File: src/rtl/gfx_pkg.sv
// Shared graphics constants for the line-drawing datapath and framebuffer writer.
package gfx_pkg;

  localparam int unsigned H_RES     = 640;
  localparam int unsigned V_RES     = 480;
  localparam int unsigned FB_ADDR_W = 19;
  localparam int unsigned COLOR_W   = 12;
  localparam int unsigned COORD_W   = 10;

endpackage

File: src/rtl/fb_addr_calc.sv
// Combinational linear framebuffer address: y * HRes + x.
module fb_addr_calc #(
  parameter int unsigned HRes   = 640,
  parameter int unsigned CoordW = 10,
  parameter int unsigned AddrW  = 19
) (
  input  logic [CoordW-1:0] x_i,
  input  logic [CoordW-1:0] y_i,
  output logic [AddrW-1:0]  addr_o
);

  logic [AddrW-1:0] x_ext;
  logic [AddrW-1:0] y_ext;

  assign x_ext = AddrW'(x_i);
  assign y_ext = AddrW'(y_i);

  if (HRes == 640) begin : g_shift
    // 640 = 512 + 128, so two shifted adds replace the multiplier.
    assign addr_o = (y_ext << 9) + (y_ext << 7) + x_ext;
  end else begin : g_mul
    assign addr_o = y_ext * AddrW'(HRes) + x_ext;
  end

endmodule

File: src/rtl/fb_pixel_writer.sv
// Clips incoming pixels to the visible frame and issues linear-address writes to the
// framebuffer through a two-stage capture/issue pipeline.
module fb_pixel_writer
  import gfx_pkg::*;
#(
  parameter int unsigned HRes   = H_RES,
  parameter int unsigned VRes   = V_RES,
  parameter int unsigned AddrW  = FB_ADDR_W,
  parameter int unsigned ColorW = COLOR_W,
  parameter int unsigned CoordW = COORD_W
) (
  input  logic              clk_i,
  input  logic              rst_ni,
  input  logic [CoordW-1:0] in_x_i,
  input  logic [CoordW-1:0] in_y_i,
  input  logic [ColorW-1:0] in_color_i,
  input  logic              in_rts_i,
  output logic              in_rtr_o,
  output logic [AddrW-1:0]  mem_addr_o,
  output logic [ColorW-1:0] mem_wdata_o,
  output logic              mem_we_o,
  input  logic              mem_rtr_i,
  input  logic              clr_stats_i,
  output logic              busy_o,
  output logic [15:0]       pix_written_o,
  output logic [15:0]       pix_clipped_o
);

  logic              s1_valid_q, s1_valid_d;
  logic              s1_clip_q, s1_clip_d;
  logic [CoordW-1:0] s1_x_q, s1_x_d;
  logic [CoordW-1:0] s1_y_q, s1_y_d;
  logic [ColorW-1:0] s1_color_q, s1_color_d;

  logic              s2_valid_q, s2_valid_d;
  logic [AddrW-1:0]  s2_addr_q, s2_addr_d;
  logic [ColorW-1:0] s2_color_q, s2_color_d;

  logic [15:0]       written_q, written_d;
  logic [15:0]       clipped_q, clipped_d;

  logic              mem_fire;
  logic              s1_adv;
  logic              in_fire;
  logic              s2_load;
  logic              clip_drop;
  logic [AddrW-1:0]  s1_addr;

  fb_addr_calc #(
    .HRes   (HRes),
    .CoordW (CoordW),
    .AddrW  (AddrW)
  ) u_addr_calc (
    .x_i    (s1_x_q),
    .y_i    (s1_y_q),
    .addr_o (s1_addr)
  );

  assign mem_fire  = s2_valid_q & mem_rtr_i;
  assign s1_adv    = s1_valid_q & (s1_clip_q | ~s2_valid_q | mem_fire);
  assign s2_load   = s1_adv & ~s1_clip_q;
  assign clip_drop = s1_adv & s1_clip_q;
  // Held low for the whole reset assertion so upstream never sees a phantom accept.
  assign in_rtr_o  = rst_ni & (~s1_valid_q | s1_adv);
  assign in_fire   = in_rts_i & in_rtr_o;

  always_comb begin
    s1_valid_d = s1_valid_q;
    s1_clip_d  = s1_clip_q;
    s1_x_d     = s1_x_q;
    s1_y_d     = s1_y_q;
    s1_color_d = s1_color_q;
    if (in_fire) begin
      s1_valid_d = 1'b1;
      s1_clip_d  = (32'(in_x_i) >= HRes) | (32'(in_y_i) >= VRes);
      s1_x_d     = in_x_i;
      s1_y_d     = in_y_i;
      s1_color_d = in_color_i;
    end else if (s1_adv) begin
      s1_valid_d = 1'b0;
    end
  end

  always_comb begin
    s2_valid_d = s2_valid_q;
    s2_addr_d  = s2_addr_q;
    s2_color_d = s2_color_q;
    if (s2_load) begin
      s2_valid_d = 1'b1;
      s2_addr_d  = s1_addr;
      s2_color_d = s1_color_q;
    end else if (mem_fire) begin
      s2_valid_d = 1'b0;
    end
  end

  always_comb begin
    written_d = written_q;
    clipped_d = clipped_q;
    if (clr_stats_i) begin
      written_d = '0;
      clipped_d = '0;
    end else begin
      if (mem_fire)  written_d = written_q + 16'd1;
      if (clip_drop) clipped_d = clipped_q + 16'd1;
    end
  end

  always_ff @(posedge clk_i or negedge rst_ni) begin
    if (!rst_ni) begin
      s1_valid_q <= 1'b0;
      s1_clip_q  <= 1'b0;
      s1_x_q     <= '0;
      s1_y_q     <= '0;
      s1_color_q <= '0;
      s2_valid_q <= 1'b0;
      s2_addr_q  <= '0;
      s2_color_q <= '0;
      written_q  <= '0;
      clipped_q  <= '0;
    end else begin
      s1_valid_q <= s1_valid_d;
      s1_clip_q  <= s1_clip_d;
      s1_x_q     <= s1_x_d;
      s1_y_q     <= s1_y_d;
      s1_color_q <= s1_color_d;
      s2_valid_q <= s2_valid_d;
      s2_addr_q  <= s2_addr_d;
      s2_color_q <= s2_color_d;
      written_q  <= written_d;
      clipped_q  <= clipped_d;
    end
  end

  assign mem_addr_o    = s2_addr_q;
  assign mem_wdata_o   = s2_color_q;
  assign mem_we_o      = s2_valid_q;
  assign busy_o        = s1_valid_q | s2_valid_q;
  assign pix_written_o = written_q;
  assign pix_clipped_o = clipped_q;

endmodule

File: config.mk
export PLATFORM = sky130hd
export DESIGN_NAME = fb_pixel_writer
export DESIGN_NICKNAME = d
export VERILOG_FILES = /design/src/rtl/gfx_pkg.sv /design/src/rtl/fb_addr_calc.sv /design/src/rtl/fb_pixel_writer.sv
export SDC_FILE = /design/constraint.sdc
export NUM_CORES = 1
export LEC_CHECK = 0
export ABC_AREA = 1
export BUFFER_PORTS_ARGS = -buffer_cell sky130_fd_sc_hd__buf_2
export CAP_MARGIN = 10
export CORE_MARGIN = 4
export CORE_UTILIZATION = 55
export CTS_BUF_LIST = sky130_fd_sc_hd__clkbuf_16
export DETAILED_ROUTE_END_ITERATION = 10
export MAX_ROUTING_LAYER = met4
export PLACE_DENSITY = 0.89
export SYNTH_ARGS = -nofsm -noshare
export SYNTH_HDL_FRONTEND = slang
export SYNTH_SLANG_ARGS = --single-unit
File: constraint.sdc
create_clock -name clk_i -period 5.8 [get_ports clk_i]
set_clock_uncertainty 0.2 [all_clocks]
set_input_delay 0.29 -clock clk_i [delete_from_list [all_inputs] [get_ports clk_i]]
set_output_delay 0.29 -clock clk_i [all_outputs]
set_load 0.01 [all_outputs]
### After elaboration in Yosys (flattened, before gate mapping)

Cells that the tools add are included.

| storage, ports and cells | value |
|---|---|
| register bits after elaboration | 98 |
| input bits | 37 |
| word-level logic and storage cells | 42 |

| cells by class | value |
|---|---|
| $add $sub $neg | 4 |
| order comparisons | 2 |
| mux-type cells | 8 |
| bitwise operators | 14 |
| reductions and logical operators | 4 |

Operator list:

| cell | count |
|---|---|
| 16-bit two-way mux | 4 |
| 16-bit by 1-bit adder with 16-bit output, second input constant | 2 |
| 19-bit by 10-bit adder with 19-bit output | 1 |
| 19-bit by 17-bit adder with 19-bit output | 1 |
| 10-bit greater-or-equal comparator, second input constant | 1 |
| 10-bit by 9-bit greater-or-equal comparator with 1-bit output, second input constant | 1 |
| 2-bit nonzero test | 4 |
| 1-bit bitwise AND | 6 |
| 1-bit OR | 5 |
| 1-bit two-way mux | 4 |
| 1-bit NOT | 3 |

### Longest topological paths before layout

Gate-level depths: netlist of run 1.

| depth | value |
|---|---|
| depth after elaboration | 8 |
| depth in mapped cells | 13 |
| mapped depth without buffers | 13 |

### Hierarchy

Synthesis of run 1 repeated with hierarchy kept, for this count alone.

| second synthesis, totals | value |
|---|---|
| cells, all modules | 594 |
| area total of the unflattened synthesis | 5168.7 µm² |

By module, submodules not included:

| module | instances | cells an instance | area each (µm²) | sequential area each (µm²) |
|---|---|---|---|---|
| fb_pixel_writer | 1 | 472 | 4426.7 | 2452.4 |
| fb_addr_calc | 1 | 122 | 742.0 | 0.0 |

### Worst setup path after synthesis of run 1

Ideal clock, no wire load.

| path | value |
|---|---|
| path type | register to register |
| start point | register s1_y_q[0] |
| end point | register s2_addr_q[16] (netlist: mem_addr_o[16]) |
| setup time | 0.117 ns |
| arrival | 1.893 ns |
| data required time | 5.483 ns |
| slack | 3.589 ns |
| stages on the path, launching flop included | 12 |
| path buffers | 0 |
| clock period less this slack | 2.211 ns |
| path through | dfrtp_1 -> inv_1 -> fa_1 -> fa_1 -> inv_1 -> nand3_1 -> nand3_1 -> nand2_1 -> nand2_1 -> nand2_1 -> nand3_1 -> nand2_1 |

| between the ends | value |
|---|---|
| word-level cells in the longest chain between the ends | 2 |

RTL lines:

| what | RTL line | text |
|---|---|---|
| from (decl) | fb_pixel_writer.sv:32 | `logic [CoordW-1:0] s1_y_q, s1_y_d;` |
| from (signal assigned) | fb_pixel_writer.sv:125 | `s1_y_q <= s1_y_d;` |
| 19-bit by 17-bit adder with 19-bit output | fb_addr_calc.sv:20 | `assign addr_o = (y_ext << 9) + (y_ext << 7) + x_ext;` |
| 19-bit by 10-bit adder with 19-bit output | fb_addr_calc.sv:20 |  |
| to (signal assigned) | fb_pixel_writer.sv:128 | `s2_addr_q <= s2_addr_d;` |
| to (decl) | fb_pixel_writer.sv:36 | `logic [AddrW-1:0] s2_addr_q, s2_addr_d;` |

No other way between the ends.
A chain may end at the register's enable or synchronous reset.

### Worst setup path in the final report of run 1

| path | value |
|---|---|
| start point | register s1_y_q[2] |
| end point | register s2_addr_q[16] (netlist: mem_addr_o[16]) |

Same word-level chain as after synthesis.

==> impl_metrics.py, run 1 <==
metrics = {
    "floorplanning": {
        "ios": 103,
        "die_h_um": 106,
        "start_util": 0.567,
        "core_sq_um": 9240,
        "die_width_um": 106,
        "die-area_sq_um": 11100,
        "fp-row-count": 35,
    },
    "cells_and_area": {
        "final_area_sq_um": 6310,
        "drive_above_1_share": 0.252,
        "diodes": 0,
        "layout.nets": 810,
        "final.fill_count": 727,
        "area_delta_synth_final_pct": 20.6,
    },
    "route": {
        "post_drt_wl_per_cell_um": 13.4,
        "drt-total-wl_um": 11800,
        "drtAntennaViolNets": 0,
        "drt-pass1-iter-count": 5,
        "vias": 4514,
        "routed_via_density": 5.11,
        "drc": 0,
        "drtIter0Drc": 145,
    },
    "global_route": {
        "grt.overflow.total": 0,
        "grt_max_degree": 57,
        "grt_pass1_vias": 4486,
        "antenna_found_initial": 0,
        "grt_usage": 0.230,
        "grt_pass1_wl_um": 20400,
    },
    "sta": {
        "min_period_ps": 2380,
        "fin_crit_sh": 0.411,
        "relSlewSlack": 0.359,
        "rsz0062_at_grt": "false",
        "slew_viol_final": 0,
        "clock.fmax_mhz": 419,
        "worstMarginPinSlew_ps": 960,
        "hold_viol": 0,
        "final-setup-viol-count": 0,
        "tns_ps": 0,
    },
    "clock_network": {
        "clockRootBuffer": "clkbuf_16",
        "cts_sinks": 98,
        "cts.clk_slew.worst_paths_ps": 70,
        "cts-buffers-inserted": 9,
        "h-tree-depth": 3,
        "cts_tree": "yes",
        "cts_resized": 0,
        "clock_latency_ps": 330,
        "clk_path_buf_depth": 2,
    },
    "placed_design": {
        "numPortBuffers": 102,
        "place_area_sq_um": 5780,
        "gp_congestion": 0.915,
        "place_hpwl_um": 8770,
    },
    "setup_path": {
        "startpoint": "s1_y_q[2]$_DFFE_PN0P_",
        "cpMostUsedCell": "nand2_1",
        "cpMaxStageDelayCell": "fa_1",
        "cp_top_family": "adder cells",
        "crit_buf_inv": 2,
        "path_cells": "inv_1 -> fa_1 -> fa_1 -> inv_1 -> nand3_1 -> nand3_1 -> nand2_1 -> nand2_1 -> nand2_1 -> nand3_1 -> nand2_1",
        "arrival_ps": 2400,
        "r2r_start": "s1_y_q[2]$_DFFE_PN0P_",
        "start_kind": "register",
        "cpPeakStageDelay_ps": 490,
        "cp_max_fo": 3,
        "endpoint_kind": "register",
        "crit_type": "reg2reg",
        "crit_required_ps": 5820,
        "regToRegSetupSlack_ps": 3420,
    },
    "synth": {
        "synth_cells": 624,
        "syn_avg_cell_area_sq_um": 8.39,
        "synth-seq-cells": 98,
        "synth-edff-count": 0,
        "ys_seq_area_frac": 0.468,
        "yosysWarnings": 0,
        "async_flop_share": 1.00,
        "synth_fp_nets": 684,
        "synth_area_sq_um": 5240,
        "ys.flop_type": "dfrtp_1",
        "synthDistinctLibCells": 39,
    },
    "hold_path": {
        "hp-class": "in2reg",
        "min_from": "in_y_i[2]",
    },
    "power_and_ir_drop": {
        "peakVddDrop_mv": 0.184,
        "p_total_mw": 1.91,
        "p_leak_nw": 3.31,
        "power_density_nw_per_um2": 303,
    },
    "flow_run": {
        "max_cap_viol_count": 0,
    },
    "outcome": {
        "status": "finished, final reports clean",
    },
}
## metrics by stage
step                std cells  hold slack [ps]  worst slack (ps)   util
finish                    884             2.71              3420  0.683
global route              884             12.7              3210  0.683
CTS                       884             2.70              3410  0.683
detailed placement        841              138              3410  0.626
global placement          841              132              3470  0.626
floorplan                 624             -206              3590      -
## what timing repair did
| item | 4_1_cts | 5_1_grt |
|---|---|---|
| buffers inserted | 0 | 0 |
| hold buffers | 27 | 0 |
| endpoints found under the hold margin | 73 | 0 |
## routing by layer
| metal | global-route usage | up-vias | part of all wire |
|---|---|---|---|
| li1 | - | 2242 | - |
| met1 | 0.285 | 2124 | 0.45 |
| met2 | 0.395 | 122 | 0.49 |
| met3 | 0.0263 | 26 | 0.038 |
| met4 | 0.0740 | 0 | 0.021 |
| met5 | - | - | 0 |
## logic make-up (layout without fill, tap and decap cells)
kind of cell | after synthesis | in the layout | share of synthesized area
buf+inv | 94 | 225 | 0.0863
compound gates | 93 | 93 | 0.112
xor+xnor | 3 | 3 | 0.00502
flops | 98 | 98 | 0.468
fa+ha+maj | 23 | 23 | 0.0578
simple gates | 313 | 313 | 0.271
## cells in the mapped netlist, drive strengths merged (4+ instances only)
cell | count | share of area
a21oi | 18 | 0.017
inv | 79 | 0.059
nor3 | 6 | 0.0088
nor2 | 56 | 0.047
buf | 13 | 0.026
nand2 | 204 | 0.16
o21bai | 4 | 0.0057
nand4 | 13 | 0.016
nand3 | 29 | 0.031
dfrtp | 98 | 0.47
ha | 21 | 0.050
o21ai | 65 | 0.080
## power breakdown
group / internal, mW / leakage [nW] / switching, mW / total, mW
Clock: 0.286 / 0.136 / 0.245 / 0.531
Sequential: 0.799 / 1.27 / 0.0759 / 0.875
Combinational: 0.204 / 1.90 / 0.300 / 0.504
Total: 1.29 / 3.31 / 0.621 / 1.91
## tightest hold or removal path, cell delays in order
cell and delay (ps):
buf_2 90, nand2_2 50, o21ai_2 60
## flip-flops by register name, summed over array words and instances, names as in the netlist
register and cells:
mem_wdata_o 12, s1_y_q 10, s1_x_q 10, s1_clip_q 1, mem_addr_o 19, pix_written_o 16
s1_color_q 12, pix_clipped_o 16, s1_valid_q 1, mem_we_o 1
## placed cells by master, fill, tap and decap left out, drive strengths merged
cell type,instances
xnor2,2
nand4,13
o21bai,4
clkinvlp,1
nand3,29
and3,1
nand2,204
and2,1
clkbuf,9
nor2,56
nor3b,1
clkinv,3
or2,1
inv,82
a21oi,18
dfrtp,98
buf,103
o21ai,65
ha,21
a31o,1
nor3,6
a31oi,2
nand3b,1
o221ai,1
fa,2
dlygate4sd3,27
a211oi,2
xor2,1
## layout make-up
type	count	area [sq um]	share of cell area
clock inverters	7	37.5	0.00595
repair buffers	130	791	0.125
multi-input cells	432	2340	0.370
inverters	79	309	0.0489
clock buffers	9	225	0.0357
well taps	129	161	0.0256
flip-flops and latches	98	2450	0.388
## final timing paths
kind / end / cells after the start
worst max-delay path: mem_addr_o[16]$_DFFE_PN0P_ / 11
worst min-delay path: s1_y_q[2]$_DFFE_PN0P_ / 3
worst max register to register: mem_addr_o[16]$_DFFE_PN0P_ / 11
worst min register to register: mem_wdata_o[0]$_DFFE_PN0P_ / 2
max in group asynchronous: s1_color_q[0]$_DFFE_PN0P_ / 3
min in group asynchronous: pix_written_o[8]$_DFFE_PN0P_ / 2
(Power assumes the default switching activity.)
==> run 2, diff against run 1 <==
==> constraint.sdc (replaced) <==
create_clock -name clk_i -period 2.5 [get_ports clk_i]
set_clock_uncertainty 0.2 [all_clocks]
set_input_delay 0.125 -clock clk_i [delete_from_list [all_inputs] [get_ports clk_i]]
set_output_delay 0.125 -clock clk_i [all_outputs]
set_load 0.01 [all_outputs]
==> impl_metrics.py, run 2 (synthesis gave the netlist of run 1 again) <==
metrics = {
    "clock_network": {
        "clock_latency_ps": 340,
        "h-tree-depth": 3,
        "cts_sinks": 98,
        "clockRootBuffer": "clkbuf_16",
        "cts_setup_buffers": 0,
        "cts-buffers-inserted": 9,
        "cts_tree": "yes",
        "clk_path_buf_depth": 2,
        "cts.clk_slew.worst_paths_ps": 70,
    },
    "power_and_ir_drop": {
        "power.internal_mw": 3.22,
        "power_frac_seq": 0.432,
        "clockPowerShare": 0.310,
        "switchingPower_mw": 1.49,
        "power_density_nw_per_um2": 723,
        "combPwrFrac": 0.258,
        "peakVddDrop_mv": 0.432,
        "p_sw_frac": 0.316,
        "p_leak_nw": 3.40,
    },
    "floorplanning": {
        "start_util": 0.567,
        "die_width_um": 106,
        "die_h_um": 106,
        "fp-row-count": 35,
        "core_sq_um": 9240,
        "ios": 103,
        "die-area_sq_um": 11100,
    },
    "cells_and_area": {
        "area_delta_synth_final_pct": 24.3,
        "final_area_sq_um": 6510,
        "drive_above_1_share": 0.256,
        "layout_commonest_cell": "nand2_1",
        "diodes": 0,
        "layout.nets": 825,
        "largest_reg_flops": 19,
        "mostFrequentLayoutCells": "176 x nand2_1, 101 x buf_2, 98 x dfrtp_1, 76 x inv_1, 48 x nor2_1",
    },
    "setup_path": {
        "path_cells": "inv_1 -> fa_1 -> fa_1 -> inv_1 -> nand3_1 -> nand3_2 -> nand2_1 -> nand2_1 -> nand2_1 -> nand3_1 -> nand2_1",
        "crit_required_ps": 2530,
        "cp_max_fo": 3,
        "start_kind": "register",
        "cpPeakStageDelay_ps": 480,
        "crit_type": "reg2reg",
        "r2r_start": "s1_y_q[2]$_DFFE_PN0P_",
        "cp_top_family": "adder cells",
        "endpoint_kind": "register",
        "ff2ff_path_depth": 11,
        "arrival_ps": 2370,
        "cpMostUsedCell": "nand2_1",
        "crit_buf_inv": 2,
        "cp.depth": 11,
        "cpMaxStageDelayCell": "fa_1",
        "startpoint": "s1_y_q[2]$_DFFE_PN0P_",
    },
    "sta": {
        "relSlewSlack": 0.554,
        "min_period_ps": 2340,
        "hold_viol": 0,
        "fin_crit_sh": 0.936,
        "final-setup-viol-count": 0,
        "worstMarginPinSlew_ps": 669,
        "clock.fmax_mhz": 427,
        "rsz0062_at_grt": "false",
        "tns_ps": 0,
        "slew_viol_final": 0,
    },
    "global_route": {
        "antenna_found_initial": 0,
        "grt_usage": 0.252,
        "grt_pass1_vias": 4681,
        "grt_pass1_wl_um": 22200,
        "grt_max_degree": 56,
        "grt.overflow.total": 0,
    },
    "flow_run": {
        "max_cap_viol_count": 0,
    },
    "route": {
        "drtIter0Drc": 224,
        "post_drt_wl_per_cell_um": 14.3,
        "routed_via_density": 5.21,
        "drc": 0,
        "drt-pass1-iter-count": 5,
        "drtAntennaViolNets": 0,
        "vias": 4683,
        "drt-total-wl_um": 12900,
    },
    "placed_design": {
        "gp_congestion": 0.913,
        "numPortBuffers": 102,
        "place_area_sq_um": 5810,
        "place_hpwl_um": 8830,
    },
    "outcome": {
        "status": "finished, final reports clean",
    },
    "hold_path": {
        "hp-class": "in2async",
    },
}
## run 2: worst register-to-register path: stages, from the launching register on
cell	delay (ps)
dfrtp_1	390
inv_1	120
fa_1	480
fa_1	470
inv_1	90
nand3_1	80
nand3_2	100
nand2_1	70
nand2_1	70
nand2_1	40
nand3_1	60
nand2_1	60
## run 2: stage by stage
stage	hold WS (ps)	setup WS, ps	util	power (mW)	cells
3_5_place_dp	-178	137	0.629	3.20	845
6_report	0.854	160	0.704	4.70	898
5_1_grt	44.1	45.3	0.704	4.97	898
3_3_place_gp	-183	189	0.629	3.15	845
2_1_floorplan	-371	289	-	2.74	624
4_1_cts	12.1	137	0.703	4.70	898
## run 2: metal layers
metal / track usage / wire [um] / vias up
li1: - / - / 2262
met1: 0.316 / 5340 / 2212
met2: 0.418 / 6400 / 179
met3: 0.0429 / 752 / 30
met4: 0.0814 / 374 / 0
met5: - / 0 / -
## run 2: worst paths after layout
check / endpoint / slack [ps]
worst max register to register: mem_addr_o[16]$_DFFE_PN0P_ / 160
min in group clk_i: mem_addr_o[7]$_DFFE_PN0P_ / 280
worst min register to register: mem_addr_o[7]$_DFFE_PN0P_ / 280
max in group asynchronous: pix_clipped_o[2]$_DFFE_PN0P_ / 1150
worst max-delay path: mem_addr_o[16]$_DFFE_PN0P_ / 160
worst min-delay path: pix_written_o[8]$_DFFE_PN0P_ / 0.9
## run 2: area by class of cell
class                      instances  area [sq um]
inverter                          79           309
timing repair buffer             145           931
fill                             711          2730
tap                              129           161
sequential                        98          2450
clock buffer                       9           225
clock inverter                     6          83.8
multi-input combinational        432          2350
## run 2: power groups by stage
stage	Clock (mW)	Sequential, mW	Combinational (mW)
final	1.46	2.03	1.21
after global routing	1.54	2.07	1.37
after CTS	1.47	2.03	1.21
after detailed placement	0	2.04	1.15
after global placement	0	2.04	1.11
after floorplan	0	2.11	0.625
## run 2: what timing repair did
item	4_1_cts	5_1_grt
resized for setup	0	2
endpoints found under the setup margin	0	1
hold endpoints to repair	81	0
hold buffers	38	0
==> run 3, diff against run 2 <==
--- a/config.mk
+++ b/config.mk
@@ -8,8 +8,10 @@
 export ABC_AREA = 1
 export BUFFER_PORTS_ARGS = -buffer_cell sky130_fd_sc_hd__buf_2
 export CAP_MARGIN = 10
+export CELL_PAD_IN_SITES_DETAIL_PLACEMENT = 1
+export CELL_PAD_IN_SITES_GLOBAL_PLACEMENT = 1
 export CORE_MARGIN = 4
-export CORE_UTILIZATION = 55
+export CORE_UTILIZATION = 41
 export CTS_BUF_LIST = sky130_fd_sc_hd__clkbuf_16
 export DETAILED_ROUTE_END_ITERATION = 10
 export MAX_ROUTING_LAYER = met4
==> impl_metrics.py, run 3 (synthesis gave the netlist of run 1 again) <==
metrics = {
    "outcome": {
        "status": "finished, final reports clean",
    },
    "global_route": {
        "grt_usage": 0.222,
        "grt.overflow.total": 0,
        "grt_pass1_vias": 5317,
        "antenna_found_initial": 0,
        "grt_pass1_wl_um": 25300,
        "grt_max_degree": 54,
    },
    "flow_run": {
        "max_cap_viol_count": 0,
    },
    "sta": {
        "fin_crit_sh": 0.935,
        "final-setup-viol-count": 0,
        "clock.fmax_mhz": 428,
        "relSlewSlack": 0.578,
        "tns_ps": 0,
        "setup_ws_ps": 162,
        "worstMarginPinSlew_ps": 633,
        "timing.hold.ws_ps": 263,
        "hold_viol": 0,
        "slew_viol_final": 0,
        "min_period_ps": 2340,
    },
    "cells_and_area": {
        "largest_reg_flops": 19,
        "layout.nets": 827,
        "diodes": 0,
        "drive_above_1_share": 0.256,
        "mostFrequentLayoutCells": "176 x nand2_1, 101 x buf_2, 98 x dfrtp_1, 76 x inv_1, 48 x nor2_1",
        "area_delta_synth_final_pct": 24.7,
        "layout_commonest_cell": "nand2_1",
    },
    "setup_path": {
        "cp.depth": 11,
        "crit_buf_inv": 2,
        "cp_top_family": "adder cells",
        "crit_type": "reg2reg",
        "cpPeakStageDelay_ps": 500,
        "ff2ff_path_depth": 11,
        "crit_required_ps": 2530,
        "start_kind": "register",
        "cp_max_fo": 3,
        "arrival_ps": 2370,
        "endpoint_kind": "register",
        "path_cells": "inv_1 -> fa_2 -> fa_2 -> inv_1 -> nand3_1 -> nand3_2 -> nand2_1 -> nand2_1 -> nand2_1 -> nand2_1 -> o21ai_1",
        "cpMostUsedCell": "nand2_1",
        "cpMaxStageDelayCell": "fa_2",
    },
    "route": {
        "drtAntennaViolNets": 0,
        "drt-total-wl_um": 14900,
        "vias": 4672,
        "drt-pass1-iter-count": 4,
        "drc": 0,
        "post_drt_wl_per_cell_um": 15.8,
        "routed_via_density": 4.95,
        "drtIter0Drc": 234,
    },
    "floorplanning": {
        "die_width_um": 121,
        "ios": 103,
        "core_sq_um": 12600,
        "die_h_um": 121,
        "die-area_sq_um": 14600,
        "fp-row-count": 41,
        "start_util": 0.417,
    },
    "power_and_ir_drop": {
        "p_leak_nw": 3.39,
        "peakVddDrop_mv": 0.419,
        "p_total_mw": 4.52,
        "power_density_nw_per_um2": 693,
    },
    "clock_network": {
        "h-tree-depth": 3,
        "cts.clk_slew.worst_paths_ps": 70,
        "cts_setup_buffers": 0,
        "cts_sinks": 98,
        "clock_latency_ps": 350,
        "cts_tree": "yes",
        "cts-buffers-inserted": 9,
        "clk_path_buf_depth": 2,
        "clockRootBuffer": "clkbuf_16",
    },
    "placed_design": {
        "gp_congestion": 0.869,
        "place_hpwl_um": 10900,
        "post-place-ws_ps": 42.6,
        "numPortBuffers": 102,
    },
    "hold_path": {
        "hp-class": "in2async",
    },
}
==> run 3: cell count changes in the layout (fill, tap and decap cells not counted), sizes merged <==
cell and delta:
bufinv -2, clkinv +4, dlygate4sd3 +2, clkinvlp -2
==> run 3: stage by stage <==
stage / utilization / cells / instance area, sq um
after floorplan: - / 624 / 5240
after global placement: 0.467 / 888 / 5860
after detailed placement: 0.467 / 888 / 5860
after CTS: 0.518 / 943 / 6520
after global routing: 0.520 / 943 / 6530
final: 0.520 / 943 / 6530
==> run 3: power breakdown <==
part	internal (mW)	switching [mW]	total, mW
Clock	0.654	0.595	1.25
Sequential	1.85	0.176	2.03
Combinational	0.503	0.742	1.25
==> run 3: what timing repair did <==
action                                  4_1_cts  5_1_grt
resized for setup                             0        4
endpoints found under the setup margin        0        6
hold endpoints to repair                    137        0
hold buffers                                 40        0
==> run 3: worst paths after layout <==
kind / start / to / slack (ps)
worst max-delay path: s1_y_q[0]$_DFFE_PN0P_ / mem_addr_o[14]$_DFFE_PN0P_ / 160
worst min-delay path: rst_ni / pix_written_o[2]$_DFFE_PN0P_ / 260
worst max register to register: s1_y_q[0]$_DFFE_PN0P_ / mem_addr_o[14]$_DFFE_PN0P_ / 160
worst min register to register: mem_addr_o[15]$_DFFE_PN0P_ / mem_addr_o[15]$_DFFE_PN0P_ / 290
max in group asynchronous: rst_ni / s1_x_q[3]$_DFFE_PN0P_ / 1390
min in group clk_i: mem_addr_o[15]$_DFFE_PN0P_ / mem_addr_o[15]$_DFFE_PN0P_ / 290
==> run 3: worst register-to-register path, stage by stage, from the launching register on <==
cell     delay [ps]
dfrtp_1         380
inv_1           120
fa_2            500
fa_2            420
inv_1            90
nand3_1          80
nand3_2         110
nand2_1          80
nand2_1          80
nand2_1          50
nand2_1          60
o21ai_1          50
==> run 3: layout make-up <==
| cell class | instances | area, sq um |
|---|---|---|
| Multi-Input combinational cell | 432 | 2350 |
| Tap cell | 172 | 215 |
| Timing Repair Buffer | 147 | 951 |
| Fill cell | 1555 | 6040 |
| Clock buffer | 9 | 225 |
| Sequential cell | 98 | 2450 |
| Clock inverter | 6 | 26.3 |
| Inverter | 79 | 309 |
==> run 3: routing by layer <==
layer  routed length [um]  track usage  vias to the layer above
met4                  303       0.0793                        0
li1                     -            -                     2269
met1                 6200        0.252                     2282
met3                  544       0.0378                       27
met5                    0            -                        -
met2                 7870        0.395                       94
